**config.mk**
```make
export PLATFORM = sky130hd
export DESIGN_NAME = div_issue_ctrl
export DESIGN_NICKNAME = d
export VERILOG_FILES = /design/src/rtl/div_issue_ctrl.sv
export SDC_FILE = /design/constraint.sdc
export NUM_CORES = 1
export LEC_CHECK = 0
export ABC_AREA = 1
export BUFFER_PORTS_ARGS = -buffer_cell sky130_fd_sc_hd__buf_2
export CAP_MARGIN = 10
export CORE_UTILIZATION = 47
export DETAILED_ROUTE_END_ITERATION = 7
export MAX_ROUTING_LAYER = met4
export PLACE_DENSITY = 0.92
export SLEW_MARGIN = 5
export SYNTH_ARGS = -nofsm -noshare
export SYNTH_HDL_FRONTEND = slang
export SYNTH_SLANG_ARGS = --single-unit
export TNS_END_PERCENT = 20
```
**constraint.sdc**
```tcl
create_clock -name clk -period 3.12 [get_ports clk]
set_input_delay 0.78 -clock clk [delete_from_list [all_inputs] [get_ports clk]]
set_output_delay 0.78 -clock clk [all_outputs]
set_load 0.01 [all_outputs]
```
**src/rtl/div_issue_ctrl.sv**
```systemverilog
// rtl/div_issue_ctrl.sv - EX-stage issue, stall and result control for the multi-cycle divider
// Optional DIV_RESULT_CACHE_EN: last-result cache that bypasses the divider on an operand match.
module div_issue_ctrl #(
    parameter int XLEN = 32
) (
    input  logic            clk,
    input  logic            rst,
    input  logic            ex_valid,
    input  logic [2:0]      ex_funct3,
    input  logic [XLEN-1:0] rs1_data,
    input  logic [XLEN-1:0] rs2_data,
    input  logic            flush,
    output logic            ex_stall,
    output logic [XLEN-1:0] result,
    output logic            result_valid,
    output logic            div_start,
    output logic [2:0]      div_op,
    output logic [XLEN-1:0] dividend,
    output logic [XLEN-1:0] divisor,
    input  logic [XLEN-1:0] quotient,
    input  logic [XLEN-1:0] remainder,
    input  logic            div_done
);
    typedef enum logic [1:0] {IDLE, WAIT, DONE, DRAIN} state_t;

    state_t          state;
    logic            req;
    logic            cache_hit;
    logic [XLEN-1:0] cache_result;

    assign req = ex_valid & ex_funct3[2] & ~flush;

`ifdef DIV_RESULT_CACHE_EN
    logic            c_valid;
    logic            c_unsigned;
    logic [XLEN-1:0] c_rs1;
    logic [XLEN-1:0] c_rs2;
    logic [XLEN-1:0] c_quot;
    logic [XLEN-1:0] c_rem;

    assign cache_hit = c_valid & (rs1_data == c_rs1) & (rs2_data == c_rs2)
                     & (ex_funct3[0] == c_unsigned);
    assign cache_result = ex_funct3[1] ? c_rem : c_quot;

    // Only a completed, unflushed division may populate the cache.
    always_ff @(posedge clk) begin
        if (rst) begin
            c_valid    <= 1'b0;
            c_unsigned <= 1'b0;
            c_rs1      <= '0;
            c_rs2      <= '0;
            c_quot     <= '0;
            c_rem      <= '0;
        end else if (state == WAIT && div_done && !flush) begin
            c_valid    <= 1'b1;
            c_unsigned <= div_op[0];
            c_rs1      <= dividend;
            c_rs2      <= divisor;
            c_quot     <= quotient;
            c_rem      <= remainder;
        end
    end
`else
    assign cache_hit    = 1'b0;
    assign cache_result = '0;
`endif

    always_comb begin
        ex_stall = 1'b0;
        case (state)
            IDLE:    ex_stall = req & ~cache_hit;
            WAIT:    ex_stall = 1'b1;
            DRAIN:   ex_stall = req;
            default: ex_stall = 1'b0;
        endcase
    end

    always_ff @(posedge clk) begin
        if (rst) begin
            state        <= IDLE;
            div_start    <= 1'b0;
            result_valid <= 1'b0;
            result       <= '0;
            dividend     <= '0;
            divisor      <= '0;
            div_op       <= '0;
        end else begin
            div_start    <= 1'b0;
            result_valid <= 1'b0;
            case (state)
                IDLE: begin
                    if (req) begin
                        if (cache_hit) begin
                            result       <= cache_result;
                            result_valid <= 1'b1;
                            state        <= DONE;
                        end else begin
                            dividend  <= rs1_data;
                            divisor   <= rs2_data;
                            div_op    <= ex_funct3;
                            div_start <= 1'b1;
                            state     <= WAIT;
                        end
                    end
                end
                WAIT: begin
                    if (div_done) begin
                        if (flush) begin
                            state <= IDLE;
                        end else begin
                            result       <= div_op[1] ? remainder : quotient;
                            result_valid <= 1'b1;
                            state        <= DONE;
                        end
                    end else if (flush) begin
                        state <= DRAIN;
                    end
                end
                DONE: state <= IDLE;
                // The divider is still working on the killed request; wait it out before relaunching.
                DRAIN: begin
                    if (div_done) state <= IDLE;
                end
                default: state <= IDLE;
            endcase
        end
    end
endmodule

```
# --- Yosys cells after proc, flatten, opt, wreduce, memory -nomap -nowiden ---
# Cells that the tools add are included.
word_totals:
  regBits: 103
  in_bits: 136
  out_inout_bits: 102
  elab_cells: 36
op_classes:
  n_eq_ne: 6
  mux: 10
  bitwise_logic: 6
  reduce_logical: 7
op_table:
  columns: ["operator", "n"]
  rows:
  - ["$mux W32", 1]
  - ["$mux W2", 5]
  - ["$pmux W2 S4", 1]
  - ["$reduce_and A3 Y1", 2]
  - ["$eq A2 B2 Y1 const B", 2]
  - ["$ne A2 B2 Y1 const B", 2]
  - ["$not A1 Y1", 4]
  - ["$reduce_or A2 Y1", 2]
  - ["$ne A3 B3 Y1 const B", 1]
  - ["$reduce_or A3 Y1", 1]
  - ["$and A1 B1 Y1", 2]
  - ["$eq A2 B1 Y1 const B", 1]
  - ["$logic_not A2 Y1", 1]
  - ["$mux W1", 2]
  - ["$pmux W1 S2", 1]
  - ["$reduce_and A2 Y1", 1]

# --- Longest topological paths before layout ---
# Gate-level depths: netlist (run 1).
depth:
  word_depth: 4
  mapped_depth: 8
  depth_no_buf: 8

# --- Worst setup path after synthesis (run 1) ---
# OpenSTA, ideal clock, no wires.
synth_path:
  kind: "in2out"
  from: "input flush"
  to: "output ex_stall"
  arrival_time_ns: 1.198
  required_ns: 2.340
  slack_ns: 1.142
  stages: 5
  n_path_buf: 0
  cell_sequence: "inv_2 -> nand3_1 -> nor2_1 -> nor2_1 -> nor2_1"
synth_via:
  elab_chain_cells: 3
synth_rtl:
  columns: ["item", "line", "text"]
  rows:
  - ["start: declaration", "12", "input logic flush,"]
  - ["$not A1 Y1 (no line)", null, null]
  - ["$and A1 B1 Y1", "31", "assign req = ex_valid & ex_funct3[2] & ~flush;"]
  - ["$pmux W1 S2", "70", "case (state)"]
  - ["end: declaration", "13", "output logic ex_stall,"]
# No other way between the ends.

# --- Final worst setup path (run 1) ---
layout_path:
  from: "register state[0]"
  to: "output ex_stall"
layout_via:
  elab_chain_cells: 3
  word_cells_on_any_way: 5
  classes_between: "eq/ne (2); mux (1); reduce/logical (2)"
layout_rtl:
  columns: ["item", "line", "text"]
  rows:
  - ["start: declaration", "26", "state_t state;"]
  - ["start signal: assignment", "80", "state <= IDLE;"]
  - ["start signal: assignment", "96", "state <= DONE;"]
  - ["start signal: assignment", "102", "state <= WAIT;"]
  - ["$eq A2 B2 Y1 / $logic_not A2 Y1 (equally long branches)", "70", null]
  - ["$reduce_or A2 Y1 (no line)", null, null]
  - ["$pmux W1 S2 (*)", "70", null]
# Mark *: on every way between the ends. The rest lies on a longest branch, timed or not.

==> results of run 1 <==
layer usage:
layer | up-vias | wire length, µm | GRT usage
li1 | 2207 | - | -
met1 | 1867 | 4250 | 0.230
met2 | 166 | 5100 | 0.417
met3 | 22 | 838 | 0.0526
met4 | 0 | 237 | 0.0859
met5 | - | 0 | -
report_power, final:
group          leakage, µW  switching, µW  internal [µW]
clock network    0.0000829            446            295
registers         0.000836           38.4           1390
logic              0.00178            263            193
layout make-up:
class / count / area share
sequential: 103 / 0.380
multi-input combinational: 383 / 0.308
timing repair buffer: 243 / 0.227
inverter: 42 / 0.0290
tap: 105 / 0.0242
clock buffer: 10 / 0.0235
clock inverter: 6 / 0.00853
worst max-delay path, delay by kind of cell (launching register included):
family	cells	cell delay, ns
simple gates	3	0.21
fa+ha+maj	1	0.30
flops	1	0.40
buf+inv	2	0.21
Yosys cell counts (all sizes together):
master  number  area [µm²]
a21oi      101         505
buf         21         139
clkbuf      18        67.6
dfxtp      103        2060
ha           4        50.1
inv         42         158
nand2      233         875
nand3        4        20.0
nand4        1        12.5
nor2         5        18.8
o21a         1        7.51
o21ai       34         170
metrics by stage:
step / hold slack [ns] / std cells / utilization
3_5_place_dp: 0.435 / 876 / 0.633
5_1_grt: 0.469 / 892 / 0.654
4_1_cts: 0.449 / 892 / 0.654
3_3_place_gp: 0.431 / 876 / 0.633
6_report: 0.447 / 892 / 0.654
2_1_floorplan: 0.467 / 567 / -
logic make-up (layout without fill, tap and decap cells):
family | count (synthesis) | after routing
AOI/OAI and AO/OA | 136 | 136
adders and majority gates | 4 | 4
buffers and inverters | 81 | 301
DFF | 103 | 103
and+or+nand+nor | 243 | 243
final timing paths:
kind              start          to  slack (ns)  cells after the start
min          result[16]  result[16]        0.45                      2
max            state[0]    ex_stall        0.88                      6
max reg2reg    state[0]   div_op[1]        1.34                      6
min reg2reg  result[16]  result[16]        0.45                      2
sequential cells by signal, indices dropped and copies added (netlist names):
| register | count |
|---|---|
| div_start | 1 |
| dividend | 32 |
| divisor | 32 |
| result_valid | 1 |
| div_op | 3 |
| state | 2 |
| result | 32 |
==> flow_summary.ini, run 1 <==
[run_status]
outcome = completed

[floorplanning]
initial_core_util = 0.492
die_h_um = 95.2
num_io_pins = 238
core_area_um2 = 8300
dieArea_um2 = 9070
rows = 33
die_x_um = 95.2

[cells_and_area]
drive_above_1_share = 0.333
multiInputGateArea_um2 = 1670
final_common_cell = buf_2
final_nets = 922
design_area_um2 = 5430
final_cell_mix = buf_2, nand2_1, dfxtp_1
seqCellArea_um2 = 2060
fill_cells = 767
synthToLayoutAreaGrowth_pct = 32.9
antennaDiodeCount = 0

[global_route]
grt_pass1_wl_um = 15800
grt-ovfl-total = 0
grt_pass1_vias = 3814
grt_max_degree = 70
grt_use_total = 0.226
grt_antenna_before_repair = 0

[sta]
setup_viol = 0
rsz0062_at_grt = false
fin_crit_ns = 2.24
slew_headroom = 0.395
period_share = 0.719
fmax_mhz = 446
tightest_slew_ns = 0.907
fin_ws_ns = 0.878
fin_tns_setup_ns = 0
hold_viol = 0
fin_skew_ns = 0.0127
slew_violations = 0

[worst_setup_path]
cp_slowest_cell = dfxtp_1
worst-path-max-fanout = 4
worst_ep_arrival_time_ns = 1.46
crit_chain = inv_1 > ha_1 > nor2_1 > nor2_1 > nor2_1 > buf_2
end_kind = primary output
cp.required_ns = 2.34
crit_type = flop to primary output
critPathMaxStageDelay_ns = 0.40
path_common_cell = nor2_1
start_kind = flop

[clock_network]
cts_sinks = 103
ctsResizeCount = 0
cts_buffer_depth = 2
clk_latency_ns = 0.35
htreeDepth = 3
path_clk_slew_ns = 0.09
cts_tree = built
numCtsBuffers = 9
post_cts_buffers = 0
clockRootBuffer = clkbuf_8
hold_buffers = 0

[min_path]
hp-class = flop to flop

[power_and_ir_drop]
pwr_density_cell_nw_per_um2 = 483
total_power_uw = 2620
p_leak_uw = 0.00270
vdd_drop_max_mv = 0.303

[drt]
viasPerCell = 4.78
drt_iter0_drc = 98
drc = 0
routedWlPerCell_um = 11.7
wl_um = 10400
drtAntennaViolNets = 0
dr.pass1.iters = 4
vias = 4262

[placement]
dpl_cell_area_um2 = 5260
dp_hpwl_um = 7630
pre_cts_slack_ns = 0.923
place_congestion = 0.833
io_buffers = 237

[synthesis]
synth_fa_ha_area_frac = 0.0123
syn_avg_cell_area_um2 = 7.20
synth_top_family_by_area = simple AND/OR/NAND/NOR gates
yosysSeqAreaShare = 0.505
synth_compound_area_frac = 0.167
synthSimpleGateAreaFrac = 0.227
synthMuxAreaShare = 0
synthXorXnorAreaFrac = 0
synth_cells = 567
synth_area_um2 = 4090
yosys.cell_types.count = 16
ys_seq_elements = 103
syn_nets = 707
yosysWarnings = 0

[run]
maxCapViolCount = 0
Note: power is estimated with default switching activity, not from simulation.
==> run 2: changes to the inputs <==
ABC_AREA = 0   (was 1)
CORE_UTILIZATION = 43   (was 47)
PLACE_DENSITY = 0.86   (was 0.92)
clock period = 2.21 ns   (was 3.12 ns; I/O delays follow)
==> flow_summary.ini, run 2 <==
[run_status]
outcome = completed

[synthesis]
yosys.cell_types.count = 24
yosysSeqAreaShare = 0.514
yosysTopAreaCell = dfxtp_1
synth_top_area_frac = 0.514
synth_most_common_cell = nand2_1
synthArstFlopShare = 0
synthTopCellsByArea = dfxtp_1, nand2_1, a21oi_1
ys_seq_elements = 103
synth_edf_count = 0
synth_area_um2 = 4010
yosysWarnings = 0
synth_cells = 466
synth_flop_cell = dfxtp_1
syn_avg_cell_area_um2 = 8.60
synthTopCellsByCount = nand2_1, dfxtp_1, a21oi_1, nor2_1, mux2i_1
syn_nets = 606

[placement]
place_inst = 779
dpl_cell_area_um2 = 5220
place_congestion = 0.845
dp_hpwl_um = 7560
io_buffers = 237

[sta]
tightest_slew_ns = 0.515
hold_viol = 0
fin_crit_ns = 2.06
fin_skew_ns = 0.0131
whs_ns = 0.431
slew_violations = 0
fmax_mhz = 484
slew_headroom = 0.656
period_share = 0.934
rsz0062_at_grt = false
setup_viol = 0
fin_tns_setup_ns = 0

[clock_network]
numCtsBuffers = 9
ctsResizeCount = 0
htreeDepth = 3
cts_tree = built
clockRootBuffer = clkbuf_8
post_cts_buffers = 0
path_clk_slew_ns = 0.10
cts_buffer_depth = 2
hold_buffers = 0
cts_sinks = 103
clk_latency_ns = 0.34

[worst_setup_path]
end_kind = primary output
worst_ep_arrival_time_ns = 1.51
cp_slowest_cell = dfxtp_2
cp.required_ns = 1.66
r2r-start = state[1]
start_kind = flop
critPathMaxStageDelay_ns = 0.36
crit_chain = inv_1 > ha_1 > o21ba_2 > nor2_1 > buf_2
regToRegEndpoint = result[30]
r2r_setup_slack_ns = 0.52
worst-path-max-fanout = 4
crit_type = flop to primary output
r2r_cells = 6

[floorplanning]
dieArea_um2 = 9710
core_area_um2 = 8890
num_io_pins = 238
die_h_um = 98.6
rows = 34
initial_core_util = 0.451
die_x_um = 98.6

[global_route]
grt_antenna_before_repair = 0
grt_pass1_wl_um = 16300
grt_pass1_vias = 3629
grt_max_degree = 68
grt-ovfl-total = 0
grt_use_total = 0.214

[cells_and_area]
drive_above_1_share = 0.386
stdcell_count = 795
antennaDiodeCount = 0
fill_cells = 776
seqCellArea_um2 = 2070
synthToLayoutAreaGrowth_pct = 35.2
design_area_um2 = 5420
multiInputGateArea_um2 = 1730
final_cell_mix = buf_2, nand2_1, dfxtp_1
final_common_cell = buf_2
final_nets = 822
top_regs = dividend (32), divisor (32), result (32)

[drt]
drc = 0
vias = 3948
viasPerCell = 4.97
wl_um = 10400
routedWlPerCell_um = 13.0
drt_iter0_drc = 91
drtAntennaViolNets = 0
dr.pass1.iters = 4

[min_path]
whs_path_depth = 3
hp-class = input port to flop
hp-start = rs1_data[22]
min_to = dividend[22]

[power_and_ir_drop]
p_comb_frac = 0.164
pwr_density_cell_nw_per_um2 = 701
p_int_uw = 2800
clkPwrFrac = 0.309
p_switching_uw = 996
p_leak_uw = 0.00244
vdd_drop_max_mv = 0.461
seqPwrFrac = 0.528
total_power_uw = 3800
p_sw_frac = 0.262

[run]
maxCapViolCount = 0
run 2: cell types whose count changed after synthesis, sizes merged, moves of 34 or more:
cell   change
nand2    -101
nor2      +34
inv       -40
a21oi     -35
run 2: power by group through the flow:
stage	registers, µW	clock network [µW]	logic [µW]
final	2000	1170	621
after detailed placement	2050	0	621
after floorplan	2090	0	304
after global placement	2040	0	598
after global routing	2020	1280	684
after CTS	2000	1210	623
run 2: final cells by class:
class	count	share of cell area
Clock buffer	12	0.0268
Multi-Input combinational cell	323	0.319
Sequential cell	103	0.381
Tap cell	108	0.0249
Inverter	2	0.00139
Clock inverter	4	0.00993
Timing Repair Buffer	243	0.237
run 2: kinds of logic (layout without fill, tap and decap cells):
kind of cell    Yosys count  count (layout)  synth area share
fa+ha+maj                 4               4            0.0125
mux                      32              32            0.0799
flops                   103             103             0.514
buf+inv                  40             261            0.0552
compound gates          103             103             0.154
simple gates            184             184             0.184
run 2: routing by layer:
metal / track usage / wire length (µm) / up-vias
li1: - / - / 1987
met1: 0.227 / 4320 / 1786
met2: 0.387 / 5200 / 150
met3: 0.0482 / 561 / 25
met4: 0.0792 / 276 / 0
met5: - / 0 / -
run 2: worst max-delay path by stage:
stage / to / startpoint
CTS: ex_stall / state[0]
floorplan: ex_stall / flush
global route: ex_stall / state[0]
global placement: ex_stall / flush
detailed placement: ex_stall / flush
finish: ex_stall / state[0]
run 2: per-stage QoR:
stage / setup slack [ns] / utilization
floorplan: 0.575 / -
global placement: 0.350 / 0.587
detailed placement: 0.345 / 0.587
CTS: 0.0712 / 0.609
global route: 0.00311 / 0.609
finish: 0.145 / 0.609
run 2: critical path: cells and delay by family, from the launching register on:
| family | cells | cell delay (ns) |
|---|---|---|
| DFF | 1 | 0.36 |
| buffers and inverters | 2 | 0.22 |
| adders and majority gates | 1 | 0.31 |
| and+or+nand+nor | 1 | 0.08 |
| AOI/OAI and AO/OA | 1 | 0.21 |
